$ cat src/rtl/regfile_wb_pkg.sv
// Shared types and constants for the register-file write-back path.
// Contents:
//   DATA_W, ADDR_W, NUM_REGS : data width, register address width, register count
//   wb_req_t                 : one pending register-file write {rd, data}
//   wb_src_e                 : which unit owns the write port in a given cycle
package regfile_wb_pkg;

  localparam int DATA_W   = 32;
  localparam int ADDR_W   = 5;
  localparam int NUM_REGS = 32;

  typedef struct packed {
    logic [ADDR_W-1:0] rd;
    logic [DATA_W-1:0] data;
  } wb_req_t;

  typedef enum logic {
    WB_SRC_ALU = 1'b0,
    WB_SRC_LSU = 1'b1
  } wb_src_e;

endpackage

$ cat src/rtl/wb_fifo.sv
// Small FIFO of wb_req_t holding LSU load results until the write port is free.
// Ports:
//   clk, RST   : clock, asynchronous active-high reset (empties the FIFO)
//   push       : write push_data at the tail; ignored while full
//   push_data  : entry to store
//   pop        : drop the head entry; ignored while empty
//   head       : current head entry (valid while !empty)
//   full/empty : registered-count status flags
//   count      : number of stored entries, 0..DEPTH
// DEPTH must be a power of two and at least 2 so the pointers wrap naturally.
module wb_fifo
  import regfile_wb_pkg::*;
#(
  parameter  int DEPTH = 2,
  localparam int PTR_W = $clog2(DEPTH),
  localparam int CNT_W = $clog2(DEPTH + 1)
) (
  input  logic             clk,
  input  logic             RST,
  input  logic             push,
  input  wb_req_t          push_data,
  input  logic             pop,
  output wb_req_t          head,
  output logic             full,
  output logic             empty,
  output logic [CNT_W-1:0] count
);

  wb_req_t          mem_r [DEPTH];
  logic [PTR_W-1:0] wr_ptr_r;
  logic [PTR_W-1:0] rd_ptr_r;
  logic [CNT_W-1:0] count_r;
  logic             full_s;
  logic             empty_s;
  logic             push_ok_s;
  logic             pop_ok_s;

  assign full_s    = (count_r == CNT_W'(DEPTH));
  assign empty_s   = (count_r == {CNT_W{1'b0}});
  // Qualifying with the flags keeps count inside 0..DEPTH whatever the caller does.
  assign push_ok_s = push && !full_s;
  assign pop_ok_s  = pop && !empty_s;

  // Entry storage, written at the tail pointer.
  always_ff @(posedge clk or posedge RST) begin
    if (RST) begin
      for (int i = 0; i < DEPTH; i++) begin
        mem_r[i] <= '{rd: {ADDR_W{1'b0}}, data: {DATA_W{1'b0}}};
      end
    end else if (push_ok_s) begin
      mem_r[wr_ptr_r] <= push_data;
    end
  end

  // Pointer and occupancy tracking; push+pop together leaves count unchanged.
  always_ff @(posedge clk or posedge RST) begin
    if (RST) begin
      wr_ptr_r <= {PTR_W{1'b0}};
      rd_ptr_r <= {PTR_W{1'b0}};
      count_r  <= {CNT_W{1'b0}};
    end else begin
      if (push_ok_s) begin
        wr_ptr_r <= wr_ptr_r + PTR_W'(1);
      end
      if (pop_ok_s) begin
        rd_ptr_r <= rd_ptr_r + PTR_W'(1);
      end
      case ({push_ok_s, pop_ok_s})
        2'b10:   count_r <= count_r + CNT_W'(1);
        2'b01:   count_r <= count_r - CNT_W'(1);
        default: count_r <= count_r;
      endcase
    end
  end

  assign head  = mem_r[rd_ptr_r];
  assign full  = full_s;
  assign empty = empty_s;
  assign count = count_r;

endmodule

$ cat src/rtl/regfile_wb_arbiter.sv
// Write-side controller for the 2R/1W register file.
// Merges single-cycle ALU results and buffered LSU load results onto the one
// write port, and keeps a scoreboard of registers awaiting a load so decode
// can stall on read-after-load hazards.
// Ports:
//   clk, RST                 : clock, asynchronous active-high reset
//   i_alu_valid/rd/data      : ALU result (cannot be back-pressured; wins the port)
//   i_lsu_valid/rd/data      : LSU load result, handshaked with o_lsu_ready
//   o_lsu_ready              : FIFO has room (from registered occupancy only)
//   i_issue_valid/rd         : load issue, marks rd pending
//   i_rs1_addr, i_rs2_addr   : decode-stage source registers
//   o_hazard                 : a source register is pending (combinational)
//   o_pending                : scoreboard vector, bit 0 always 0
//   o_rd_addr/data/wren      : registered register-file write port
// Optional build macro WB_FORWARD_EN adds i_rs1_data/i_rs2_data and
// o_rs1_data/o_rs2_data: the value on the write port is bypassed to decode,
// and a pending bit whose LSU write is on the port no longer stalls.
module regfile_wb_arbiter #(
  parameter int DATA_W     = regfile_wb_pkg::DATA_W,
  parameter int ADDR_W     = regfile_wb_pkg::ADDR_W,
  parameter int FIFO_DEPTH = 2
) (
  input  logic              clk,
  input  logic              RST,
  input  logic              i_alu_valid,
  input  logic [ADDR_W-1:0] i_alu_rd,
  input  logic [DATA_W-1:0] i_alu_data,
  input  logic              i_lsu_valid,
  output logic              o_lsu_ready,
  input  logic [ADDR_W-1:0] i_lsu_rd,
  input  logic [DATA_W-1:0] i_lsu_data,
  input  logic              i_issue_valid,
  input  logic [ADDR_W-1:0] i_issue_rd,
  input  logic [ADDR_W-1:0] i_rs1_addr,
  input  logic [ADDR_W-1:0] i_rs2_addr,
  output logic              o_hazard,
  output logic [31:0]       o_pending,
  output logic [ADDR_W-1:0] o_rd_addr,
  output logic [DATA_W-1:0] o_rd_data,
  output logic              o_rd_wren
`ifdef WB_FORWARD_EN
  ,
  input  logic [DATA_W-1:0] i_rs1_data,
  input  logic [DATA_W-1:0] i_rs2_data,
  output logic [DATA_W-1:0] o_rs1_data,
  output logic [DATA_W-1:0] o_rs2_data
`endif
);

  import regfile_wb_pkg::*;

  localparam int CNT_W = $clog2(FIFO_DEPTH + 1);
  localparam logic [NUM_REGS-1:0] BIT0 = {{(NUM_REGS-1){1'b0}}, 1'b1};

  wb_req_t             lsu_req_s;
  wb_req_t             fifo_head_s;
  logic                fifo_full_s;
  logic                fifo_empty_s;
  logic [CNT_W-1:0]    fifo_count_s;
  logic                fifo_push_s;
  logic                fifo_pop_s;
  logic                alu_take_s;
  logic                lsu_on_port_s;
  logic [NUM_REGS-1:0] set_mask_s;
  logic [NUM_REGS-1:0] clr_mask_s;
  logic [NUM_REGS-1:0] pending_r;
  logic                rs1_haz_s;
  logic                rs2_haz_s;
  logic [ADDR_W-1:0]   rd_addr_r;
  logic [DATA_W-1:0]   rd_data_r;
  logic                rd_wren_r;
  wb_src_e             rd_src_r;

  assign lsu_req_s.rd   = i_lsu_rd;
  assign lsu_req_s.data = i_lsu_data;

  // Ready comes from the registered count, so a same-cycle pop never makes a full FIFO ready.
  assign o_lsu_ready = (fifo_count_s < CNT_W'(FIFO_DEPTH));
  assign fifo_push_s = i_lsu_valid && !fifo_full_s;

  // An x0 ALU result is dropped and leaves the port free for the FIFO head.
  assign alu_take_s = i_alu_valid && (i_alu_rd != {ADDR_W{1'b0}});
  assign fifo_pop_s = !alu_take_s && !fifo_empty_s;

  wb_fifo #(
    .DEPTH(FIFO_DEPTH)
  ) u_fifo (
    .clk      (clk),
    .RST      (RST),
    .push     (fifo_push_s),
    .push_data(lsu_req_s),
    .pop      (fifo_pop_s),
    .head     (fifo_head_s),
    .full     (fifo_full_s),
    .empty    (fifo_empty_s),
    .count    (fifo_count_s)
  );

  // Write-port register: ALU first, FIFO head second; address/data hold when idle.
  always_ff @(posedge clk or posedge RST) begin
    if (RST) begin
      rd_addr_r <= {ADDR_W{1'b0}};
      rd_data_r <= {DATA_W{1'b0}};
      rd_wren_r <= 1'b0;
      rd_src_r  <= WB_SRC_ALU;
    end else if (alu_take_s) begin
      rd_addr_r <= i_alu_rd;
      rd_data_r <= i_alu_data;
      rd_wren_r <= 1'b1;
      rd_src_r  <= WB_SRC_ALU;
    end else if (fifo_pop_s) begin
      rd_src_r <= WB_SRC_LSU;
      // An x0 load is consumed without writing anything.
      if (fifo_head_s.rd != {ADDR_W{1'b0}}) begin
        rd_addr_r <= fifo_head_s.rd;
        rd_data_r <= fifo_head_s.data;
        rd_wren_r <= 1'b1;
      end else begin
        rd_wren_r <= 1'b0;
      end
    end else begin
      rd_wren_r <= 1'b0;
    end
  end

  // A pending bit clears only once its LSU write has reached the register file.
  assign lsu_on_port_s = rd_wren_r && (rd_src_r == WB_SRC_LSU);
  assign clr_mask_s = lsu_on_port_s ? (BIT0 << rd_addr_r) : {NUM_REGS{1'b0}};
  assign set_mask_s = (i_issue_valid && (i_issue_rd != {ADDR_W{1'b0}}))
                    ? (BIT0 << i_issue_rd) : {NUM_REGS{1'b0}};

  // Scoreboard: set is applied after clear so a same-cycle set wins; x0 never pends.
  always_ff @(posedge clk or posedge RST) begin
    if (RST) begin
      pending_r <= {NUM_REGS{1'b0}};
    end else begin
      pending_r <= ((pending_r & ~clr_mask_s) | set_mask_s) & ~BIT0;
    end
  end

  assign o_pending = pending_r;

`ifdef WB_FORWARD_EN
  // A load already on the port is bypassed, so its pending bit need not stall decode.
  assign rs1_haz_s = (i_rs1_addr != {ADDR_W{1'b0}}) && pending_r[i_rs1_addr]
                   && !(lsu_on_port_s && (rd_addr_r == i_rs1_addr));
  assign rs2_haz_s = (i_rs2_addr != {ADDR_W{1'b0}}) && pending_r[i_rs2_addr]
                   && !(lsu_on_port_s && (rd_addr_r == i_rs2_addr));
  assign o_rs1_data = (rd_wren_r && (rd_addr_r == i_rs1_addr) && (i_rs1_addr != {ADDR_W{1'b0}}))
                    ? rd_data_r : i_rs1_data;
  assign o_rs2_data = (rd_wren_r && (rd_addr_r == i_rs2_addr) && (i_rs2_addr != {ADDR_W{1'b0}}))
                    ? rd_data_r : i_rs2_data;
`else
  assign rs1_haz_s = (i_rs1_addr != {ADDR_W{1'b0}}) && pending_r[i_rs1_addr];
  assign rs2_haz_s = (i_rs2_addr != {ADDR_W{1'b0}}) && pending_r[i_rs2_addr];
`endif

  assign o_hazard  = rs1_haz_s || rs2_haz_s;
  assign o_rd_addr = rd_addr_r;
  assign o_rd_data = rd_data_r;
  assign o_rd_wren = rd_wren_r;

endmodule

$ cat config.mk
export PLATFORM = sky130hd
export DESIGN_NAME = regfile_wb_arbiter
export DESIGN_NICKNAME = d
export VERILOG_FILES = /design/src/rtl/regfile_wb_pkg.sv /design/src/rtl/wb_fifo.sv /design/src/rtl/regfile_wb_arbiter.sv
export SDC_FILE = /design/constraint.sdc
export NUM_CORES = 1
export LEC_CHECK = 0
export ABC_AREA = 1
export CORE_ASPECT_RATIO = 1.5
export CORE_MARGIN = 3
export CORE_UTILIZATION = 50
export CTS_CLUSTER_DIAMETER = 40
export CTS_CLUSTER_SIZE = 25
export DETAILED_ROUTE_END_ITERATION = 12
export PLACE_DENSITY = 0.83
export SLEW_MARGIN = 20
export SYNTH_ARGS = -nofsm -noshare
export SYNTH_HDL_FRONTEND = slang
export SYNTH_SLANG_ARGS = --single-unit
$ cat constraint.sdc
create_clock -name clk -period 9.35 [get_ports clk]
set_clock_uncertainty 0.2 [all_clocks]
set_input_delay 1.87 -clock clk [delete_from_list [all_inputs] [get_ports clk]]
set_output_delay 1.87 -clock clk [all_outputs]
set_load 0.01 [all_outputs]
==> results of run 1 <==
## sequential cells by signal, indices dropped and copies added (netlist names)
name and count:
u_fifo.mem_r 74, o_rd_data 32, o_pending 31, o_rd_addr 5
u_fifo.count 2, o_rd_wren 1, rd_src_r 1, u_fifo.rd_ptr_r 1
u_fifo.wr_ptr_r 1
## report_power, final
part	internal (mW)	leakage, nW	switching (mW)
sequential	0.937	1.75	0.200
clock	0.352	0.275	0.293
combinational	0.524	2.59	0.710
## routing by layer
layer,vias up,part of all wire (%),global-route usage [%]
met5,-,0,0
met4,0,4.1,12.96
met3,59,6.8,5.396
met2,278,51,45.71
met1,3338,39,31.08
li1,3424,-,-
## cells in the final DEF (no fill, tap or decap), types with 3 or more instances in the layout
master           count
nand2_1            324
clkdlybuf4s50_1    164
dfrtp_1            148
nand3_1            138
o21ai_0            132
inv_1              100
or2_2               32
nor3_1              17
clkbuf_16           17
nor2_1              12
o21ai_1              9
inv_6                5
clkinv_4             4
inv_8                4
buf_4                3
## layout make-up
class	count	area share, %
clock buffers	17	4.397
multi-input cells	684	32.15
repair buffers	167	17.20
clock inverters	14	1.435
flip-flops and latches	148	38.28
inverters	102	4.009
well taps	196	2.535
## through the flow
step                cells  total power, mW  hold WS [ns]  setup slack (ns)  util [%]
global placement     1297            2.339        0.2656             2.924     62.43
CTS                  1328            3.026        0.2892             2.920     66.30
floorplan             987            1.850        0.2529             3.300         -
global route         1328            3.240        0.3112             2.610     66.30
detailed placement   1297            2.371        0.2728             2.925     62.43
finish               1328            3.015        0.2848             2.873     66.30
## final timing paths
path,cells after the start,to,slack (ns)
max,14,o_hazard,2.87
min,2,u_fifo.mem_r[68]$_DFFE_PP0P_,0.28
max reg2reg,10,o_rd_addr[0]$_DFFE_PP0P_,5.46
min reg2reg,2,u_fifo.mem_r[68]$_DFFE_PP0P_,0.28
max in group asynchronous,3,u_fifo.wr_ptr_r$_DFFE_PP0N_,5.79
min in group asynchronous,2,o_rd_data[12]$_DFFE_PP0P_,1.72
## critical path: stages
cell	delay (ns)
clkdlybuf4s50_1	0.87
inv_1	0.41
nand2_1	0.16
nand3_1	0.07
nand2_1	0.08
nand2_1	0.05
nand2_1	0.07
inv_1	0.06
nand2_1	0.06
nand2_1	0.05
nand2_1	0.05
inv_1	0.03
nand2_1	0.05
clkdlybuf4s50_1	0.53
## cell families (layout without fill, tap and decap cells)
| logic type | Yosys count | in the layout | synth area share, % |
|---|---|---|---|
| and+or+nand+nor | 529 | 529 | 30.52 |
| xor gates and xnor gates | 3 | 3 | 0.3528 |
| DFF | 148 | 148 | 49.71 |
| buffers and inverters | 155 | 300 | 8.700 |
| AOI/OAI and AO/OA | 150 | 150 | 10.50 |
| other | 1 | 1 | 0.05034 |
| adders and majority gates | 1 | 1 | 0.1679 |
==> results.py, run 1 <==
metrics = {
    "outcome": {
        "status": "finished clean",
    },
    "power": {
        "powerDensity_nw_per_um2": 311.6,
        "p_leak_nw": 4.617,
        "ir_worst_vdd_uv": 165.1,
    },
    "logic_synthesis": {
        "synth_enable_flop_cells": 0,
        "yosysTopAreaCellShare_pct": 49.71,
        "syn-num-nets": 1082,
        "syn_inst": 987,
        "synth.most_common_cell": "nand2_1",
        "ys_seq_area_share_pct": 49.71,
        "synth_common_cells": "325 x nand2_1, 148 x dfrtp_1, 139 x nand3_1",
        "avgSynthCellArea_um2": 7.548,
        "yosys_most_used_dff": "dfrtp_1",
        "netlist_area_um2": 7450,
        "synth-seq-cells": 148,
        "synthDistinctLibCells": 30,
        "synth_area_leaders": "dfrtp_1 50%, nand2_1 16%, nand3_1 9.3%",
        "yosysTopAreaCell": "dfrtp_1",
        "yosysWarnings": 0,
        "async_flop_share_pct": 100.0,
    },
    "grt": {
        "grt.total_usage_pct": 26.37,
        "grt_first_pass_wirelength_um": 34590,
        "grt_pass1_vias": 7040,
        "grt_start_max_net_pins": 107,
        "antenna_found_initial": 0,
        "overflow": 0,
    },
    "clock_tree": {
        "clockBufferDepth": 2,
        "cts_resized": 0,
        "numCtsBuffers": 17,
        "cts_sinks": 148,
        "clock_latency_ns": 0.41,
        "cts-htree-levels": 4,
        "cts_tree": "built",
        "cts-root-buf": "clkbuf_16",
        "postCtsSetupBuffers": 0,
        "holdBufCountCts": 0,
        "clk_pin_slew_ns": 0.06,
    },
    "worst_hold_path": {
        "min-delay-start": "u_fifo.mem_r[68]$_DFFE_PP0P_",
        "hp-class": "flip-flop to flip-flop",
    },
    "cells_and_area": {
        "num_antenna_cells": 0,
        "multiInputGateArea_um2": 3110,
        "regArea_um2": 3704,
        "fill_cells": 1240,
        "final_cell_area_um2": 9676,
        "finalNetCount": 1215,
        "area_delta_synth_final_pct": 29.88,
        "drive_above_1_share_pct": 6.537,
    },
    "setup_path": {
        "critPathCaptureType": "primary output",
        "r2r_start": "u_fifo.rd_ptr_r$_DFFE_PP0P_",
        "cp-startpoint": "i_rs1_addr[0]",
        "path_class": "input pin to primary output",
        "cp-start-kind": "input pin",
        "cp.arrival_ns": 4.41,
        "crit_required_ns": 7.28,
        "cp_max_fo": 17,
    },
    "sta": {
        "setup_viol": 0,
        "fin_crit_ns": 6.477,
        "max_freq_mhz": 154.4,
        "setup_tns_ns": 0,
        "hold_viol_final": 0,
        "max_slew_margin_pct": 28.96,
        "rsz0062_at_grt": "false",
        "fin_crit_sh_pct": 69.28,
        "worstMarginPinSlew_ns": 1.066,
        "slew_violations": 0,
    },
    "placement": {
        "portBuffers": 164,
        "place_area_um2": 9111,
        "place_congestion": 0.9089,
        "dp_hpwl_um": 14940,
    },
    "floorplan": {
        "core_um2": 14590,
        "fp.dieW_um": 105.7,
        "start_util_pct": 51.05,
        "fp.dieH_um": 155.5,
        "ios": 166,
        "rows": 54,
        "die_area_um2": 16430,
    },
    "drt": {
        "viasPerCell": 5.346,
        "wl_per_cell_um": 15.96,
        "drc": 0,
        "drt_iter0_markers": 509,
        "firstDrtPassIters": 5,
        "drt-total-wl_um": 21190,
        "vias": 7099,
        "drtAntennaViolNets": 0,
    },
    "flow_run": {
        "maxCapViolCount": 0,
    },
}
No activity file was read; power rests on OpenSTA's default activity.
==> run 2: changes to the inputs <==
==> constraint.sdc (replaced) <==
create_clock -name clk -period 6.8 [get_ports clk]
set_clock_uncertainty 0.2 [all_clocks]
set_input_delay 1.36 -clock clk [delete_from_list [all_inputs] [get_ports clk]]
set_output_delay 1.36 -clock clk [all_outputs]
set_load 0.01 [all_outputs]
==> results.py, run 2 (synthesis results as in run 1) <==
metrics = {
    "outcome": {
        "status": "finished clean",
    },
    "clock_tree": {
        "cts-htree-levels": 4,
        "holdBufCountCts": 0,
        "cts_tree": "built",
        "cts_sinks": 148,
        "cts-root-buf": "clkbuf_16",
        "clk_pin_slew_ns": 0.06,
        "postCtsSetupBuffers": 0,
        "clockBufferDepth": 2,
        "numCtsBuffers": 17,
        "clock_latency_ns": 0.41,
        "cts_resized": 0,
    },
    "floorplan": {
        "rows": 54,
        "fp.dieW_um": 105.7,
        "die_area_um2": 16430,
        "fp.dieH_um": 155.5,
        "ios": 166,
        "core_um2": 14590,
        "start_util_pct": 51.05,
    },
    "setup_path": {
        "worst-path-buf-inv": 5,
        "critPathMaxStageDelay_ns": 0.87,
        "cp-start-kind": "input pin",
        "crit_required_ns": 5.24,
        "cp_max_fo": 17,
        "critPathCaptureType": "primary output",
        "path_class": "input pin to primary output",
        "path_cells": "clkdlybuf4s50_1 > inv_1 > nand2_1 > nand3_1 > nand2_1 > nand2_1 > nand2_1 > inv_1 > nand2_1 > nand2_1 > nand2_1 > inv_1 > nand2_1 > clkdlybuf4s50_1",
        "cpMostUsedCell": "nand2_1",
        "critPathSlowestCell": "clkdlybuf4s50_1",
        "r2r_slack_ns": 2.96,
        "cp.arrival_ns": 3.88,
        "cpLargestDelayFamily": "buffers and inverters",
    },
    "drt": {
        "drt-total-wl_um": 21400,
        "viasPerCell": 5.286,
        "drtAntennaViolNets": 0,
        "wl_per_cell_um": 16.10,
        "drt_iter0_markers": 441,
        "vias": 7025,
        "drc": 0,
        "firstDrtPassIters": 5,
    },
    "sta": {
        "hold_viol_final": 0,
        "setup_tns_ns": 0,
        "timing.hold.ws_ns": 0.2836,
        "setup_viol": 0,
        "rsz0062_at_grt": "false",
        "worstMarginPinSlew_ns": 1.052,
        "fin_crit_sh_pct": 80.05,
        "max_slew_margin_pct": 29.85,
        "fin_crit_ns": 5.443,
        "slew_violations": 0,
        "max_freq_mhz": 183.7,
    },
    "cells_and_area": {
        "finalNetCount": 1215,
        "area_delta_synth_final_pct": 30.43,
        "final_cell_area_um2": 9717,
        "final_common_cell": "nand2_1",
        "layout_common_cells": "324 x nand2_1, 164 x clkdlybuf4s50_1, 148 x dfrtp_1, 138 x nand3_1, 132 x o21ai_0",
        "num_antenna_cells": 0,
        "top_register": "u_fifo.mem_r",
        "largest_register_ff_count": 74,
        "drive_above_1_share_pct": 6.620,
    },
    "grt": {
        "antenna_found_initial": 0,
        "overflow": 0,
        "grt_start_max_net_pins": 107,
        "grt_pass1_vias": 7114,
        "grt.total_usage_pct": 26.48,
        "grt_first_pass_wirelength_um": 34740,
    },
    "power": {
        "ir_worst_vdd_uv": 260.4,
        "power_mw": 4.221,
        "powerDensity_nw_per_um2": 434.4,
        "p_leak_nw": 4.641,
    },
    "worst_hold_path": {
        "hp-class": "flip-flop to flip-flop",
    },
    "flow_run": {
        "maxCapViolCount": 0,
    },
    "placement": {
        "portBuffers": 164,
        "place_area_um2": 9111,
        "place_congestion": 0.9048,
        "dp_hpwl_um": 15050,
    },
}
## run 2: cell count changes in the layout (fill, tap and decap cells not counted), sizes merged
| cell | delta |
|---|---|
| bufinv | +2 |
| clkbuf | +1 |
| clkinv | -2 |
## run 2: final timing paths
path	endpoint	cells after the start	start
setup reg to reg	o_rd_data[6]$_DFFE_PP0P_	10	u_fifo.rd_ptr_r$_DFFE_PP0P_
hold reg to reg	u_fifo.mem_r[61]$_DFFE_PP0P_	2	u_fifo.mem_r[61]$_DFFE_PP0P_
setup / recovery	o_hazard	14	i_rs1_addr[0]
hold / removal	u_fifo.mem_r[61]$_DFFE_PP0P_	2	u_fifo.mem_r[61]$_DFFE_PP0P_
min in group asynchronous	o_rd_data[5]$_DFFE_PP0P_	2	RST
max in group asynchronous	u_fifo.mem_r[40]$_DFFE_PP0P_	3	RST
## run 2: cell type report
type	count	area, um2
Clock buffer	18	439.2
Clock inverter	14	166.4
Fill cell	1243	4877
Inverter	102	387.9
Multi-Input combinational cell	684	3110
Sequential cell	148	3704
Tap cell	196	245.2
Timing Repair Buffer	167	1664
## run 2: where the power goes
group | switching (mW) | internal [mW]
Clock | 0.394 | 0.564
Sequential | 0.281 | 1.29
Combinational | 0.974 | 0.720
Total | 1.65 | 2.57
## run 2: worst min-delay path, delay by kind of cell (launching register included)
kind | cells | cell delay (ns)
simple gates | 1 | 0.05
flops | 1 | 0.34
compound gates | 1 | 0.06
## run 2: per-layer routing
metal,up-vias,routed length [um],GRT usage [%]
met5,-,0,0
met4,0,856,12.59
met3,51,1259,5.230
met2,238,10980,46.47
met1,3314,8304,31.00
li1,3422,-,-
## run 2: per-stage QoR
step	utilization (%)	setup WS, ns	std cells
final	66.58	1.357	1329
after global routing	66.58	1.099	1329
after CTS	66.58	1.386	1329
after detailed placement	62.43	1.399	1297
after global placement	62.43	1.395	1297
after floorplan	-	1.260	987
==> run 3: changes to the inputs <==
==> constraint.sdc (replaced) <==
create_clock -name clk -period 5.7 [get_ports clk]
set_clock_uncertainty 0.2 [all_clocks]
set_input_delay 1.14 -clock clk [delete_from_list [all_inputs] [get_ports clk]]
set_output_delay 1.14 -clock clk [all_outputs]
set_load 0.01 [all_outputs]
==> results.py, run 3 (synthesis results as in run 1) <==
metrics = {
    "sta": {
        "worstMarginPinSlew_ns": 1.041,
        "hold_viol_final": 0,
        "rsz0062_at_grt": "false",
        "max_slew_margin_pct": 30.58,
        "setup_tns_ns": 0,
        "timing.final.ws_setup_ns": 1.044,
        "fin_crit_sh_pct": 81.69,
        "max_freq_mhz": 214.8,
        "timing.hold.ws_ns": 0.2869,
        "setup_viol": 0,
        "fin_crit_ns": 4.656,
        "slew_violations": 0,
    },
    "floorplan": {
        "rows": 54,
        "fp.dieW_um": 105.7,
        "start_util_pct": 51.05,
        "die_area_um2": 16430,
        "fp.dieH_um": 155.5,
        "ios": 166,
        "core_um2": 14590,
    },
    "setup_path": {
        "r2r-end": "o_rd_addr[2]$_DFFE_PP0P_",
        "critPathSlowestCell": "clkdlybuf4s50_1",
        "crit_required_ns": 4.36,
        "reg2reg_depth": 10,
        "cp_max_fo": 17,
        "cp-start-kind": "input pin",
        "worst-path-buf-inv": 5,
        "critPathMaxStageDelay_ns": 0.52,
        "path_class": "input pin to primary output",
        "cpMostUsedCell": "nand2_1",
        "path_cells": "clkdlybuf4s50_1 > buf_4 > inv_1 > nand2_1 > nand3_1 > nand3_1 > nand3_1 > nand2_1 > nand2_1 > nand2_1 > inv_1 > nand2_1 > clkdlybuf4s50_1",
        "cp.arrival_ns": 3.32,
        "cpLargestDelayFamily": "buffers and inverters",
        "r2r_slack_ns": 1.77,
        "critPathCaptureType": "primary output",
        "r2r_start": "u_fifo.rd_ptr_r$_DFFE_PP0P_",
    },
    "clock_tree": {
        "clock_latency_ns": 0.41,
        "cts_tree": "built",
        "postCtsSetupBuffers": 0,
        "numCtsBuffers": 17,
        "cts_sinks": 148,
        "cts-htree-levels": 4,
        "cts_resized": 0,
        "clockBufferDepth": 2,
        "clk_pin_slew_ns": 0.07,
        "cts-root-buf": "clkbuf_16",
        "holdBufCountCts": 0,
    },
    "drt": {
        "wl_per_cell_um": 15.91,
        "drc": 0,
        "drtAntennaViolNets": 0,
        "viasPerCell": 5.339,
        "drt_iter0_markers": 397,
        "drt-total-wl_um": 21190,
        "vias": 7112,
        "firstDrtPassIters": 5,
    },
    "outcome": {
        "status": "finished clean",
    },
    "power": {
        "ir_worst_vdd_uv": 327.8,
        "powerDensity_nw_per_um2": 512.5,
        "p_leak_nw": 4.642,
    },
    "cells_and_area": {
        "layout_common_cells": "324 x nand2_1, 164 x clkdlybuf4s50_1, 148 x dfrtp_1, 138 x nand3_1, 132 x o21ai_0",
        "finish.utilization_pct": 66.57,
        "largest_register_ff_count": 74,
        "fin_cells": 1332,
        "top_register": "u_fifo.mem_r",
        "finalNetCount": 1218,
        "fill_cells": 1244,
        "final_common_cell": "nand2_1",
        "num_antenna_cells": 0,
        "drive_above_1_share_pct": 6.866,
        "area_delta_synth_final_pct": 30.42,
    },
    "worst_hold_path": {
        "min-delay-start": "u_fifo.mem_r[53]$_DFFE_PP0P_",
        "min_to": "u_fifo.mem_r[53]$_DFFE_PP0P_",
        "hp-class": "flip-flop to flip-flop",
        "worstHoldPathCells": 2,
    },
    "placement": {
        "dp_cells": 1300,
        "portBuffers": 164,
        "dp_worst_setup_slack_ns": 1.041,
        "place_congestion": 0.9834,
        "dp_hpwl_um": 15070,
    },
    "grt": {
        "grt_pass1_vias": 7002,
        "grt_first_pass_wirelength_um": 34360,
        "overflow": 0,
        "grt.total_usage_pct": 26.14,
        "antenna_found_initial": 0,
        "grt_start_max_net_pins": 115,
    },
    "flow_run": {
        "maxCapViolCount": 0,
    },
}
==> run 3: cell count changes in the layout (fill, tap and decap cells not counted), sizes merged <==
cell	before	now
bufinv	2	0
clkbuf	18	17
buf	3	6
inv	110	113
==> run 3: power by group <==
group | switching (mW) | internal (mW) | total (mW)
Sequential | 0.329 | 1.54 | 1.87
Combinational | 1.17 | 0.861 | 2.03
Clock | 0.494 | 0.586 | 1.08
==> run 3: layout make-up <==
type	instances	area (um2)	area share [%]
flip-flops and latches	148	3704	38.12
multi-input cells	684	3110	32.02
repair buffers	170	1687	17.36
clock buffers	17	425.4	4.379
inverters	102	390.4	4.018
well taps	196	245.2	2.524
clock inverters	15	153.9	1.584
==> run 3: stage by stage <==
step	area [um2]	power, mW
detailed placement	9134	3.907
CTS	9713	4.999
finish	9716	4.979
global placement	9134	3.846
global route	9716	5.326
floorplan	7450	3.035
==> run 3: tightest hold or removal path, stage by stage, from the launching register on <==
cell	delay (ns)
dfrtp_1	0.34
nand2_1	0.05
o21ai_0	0.06
==> run 3: how the worst max path moves through the flow <==
stage | startpoint | endpoint | slack, ns | cells after the start
after global placement | i_rs1_addr[0] | o_hazard | 1.04 | 13
after CTS | i_rs1_addr[0] | o_hazard | 1.03 | 13
final | i_rs1_addr[0] | o_hazard | 1.04 | 13
after floorplan | RST | o_pending[10]$_DFF_PP0_ | 0.38 | 1
after global routing | i_rs2_addr[0] | o_hazard | 0.85 | 13
after detailed placement | i_rs1_addr[0] | o_hazard | 1.04 | 13
==> run 3: per-layer routing <==
layer	share of wire [%]	vias up	global-route usage, %
li1	-	3429	-
met3	6.1	59	5.562
met5	0	-	0
met2	51	260	45.32
met4	4.3	0	12.65
met1	38	3364	30.74
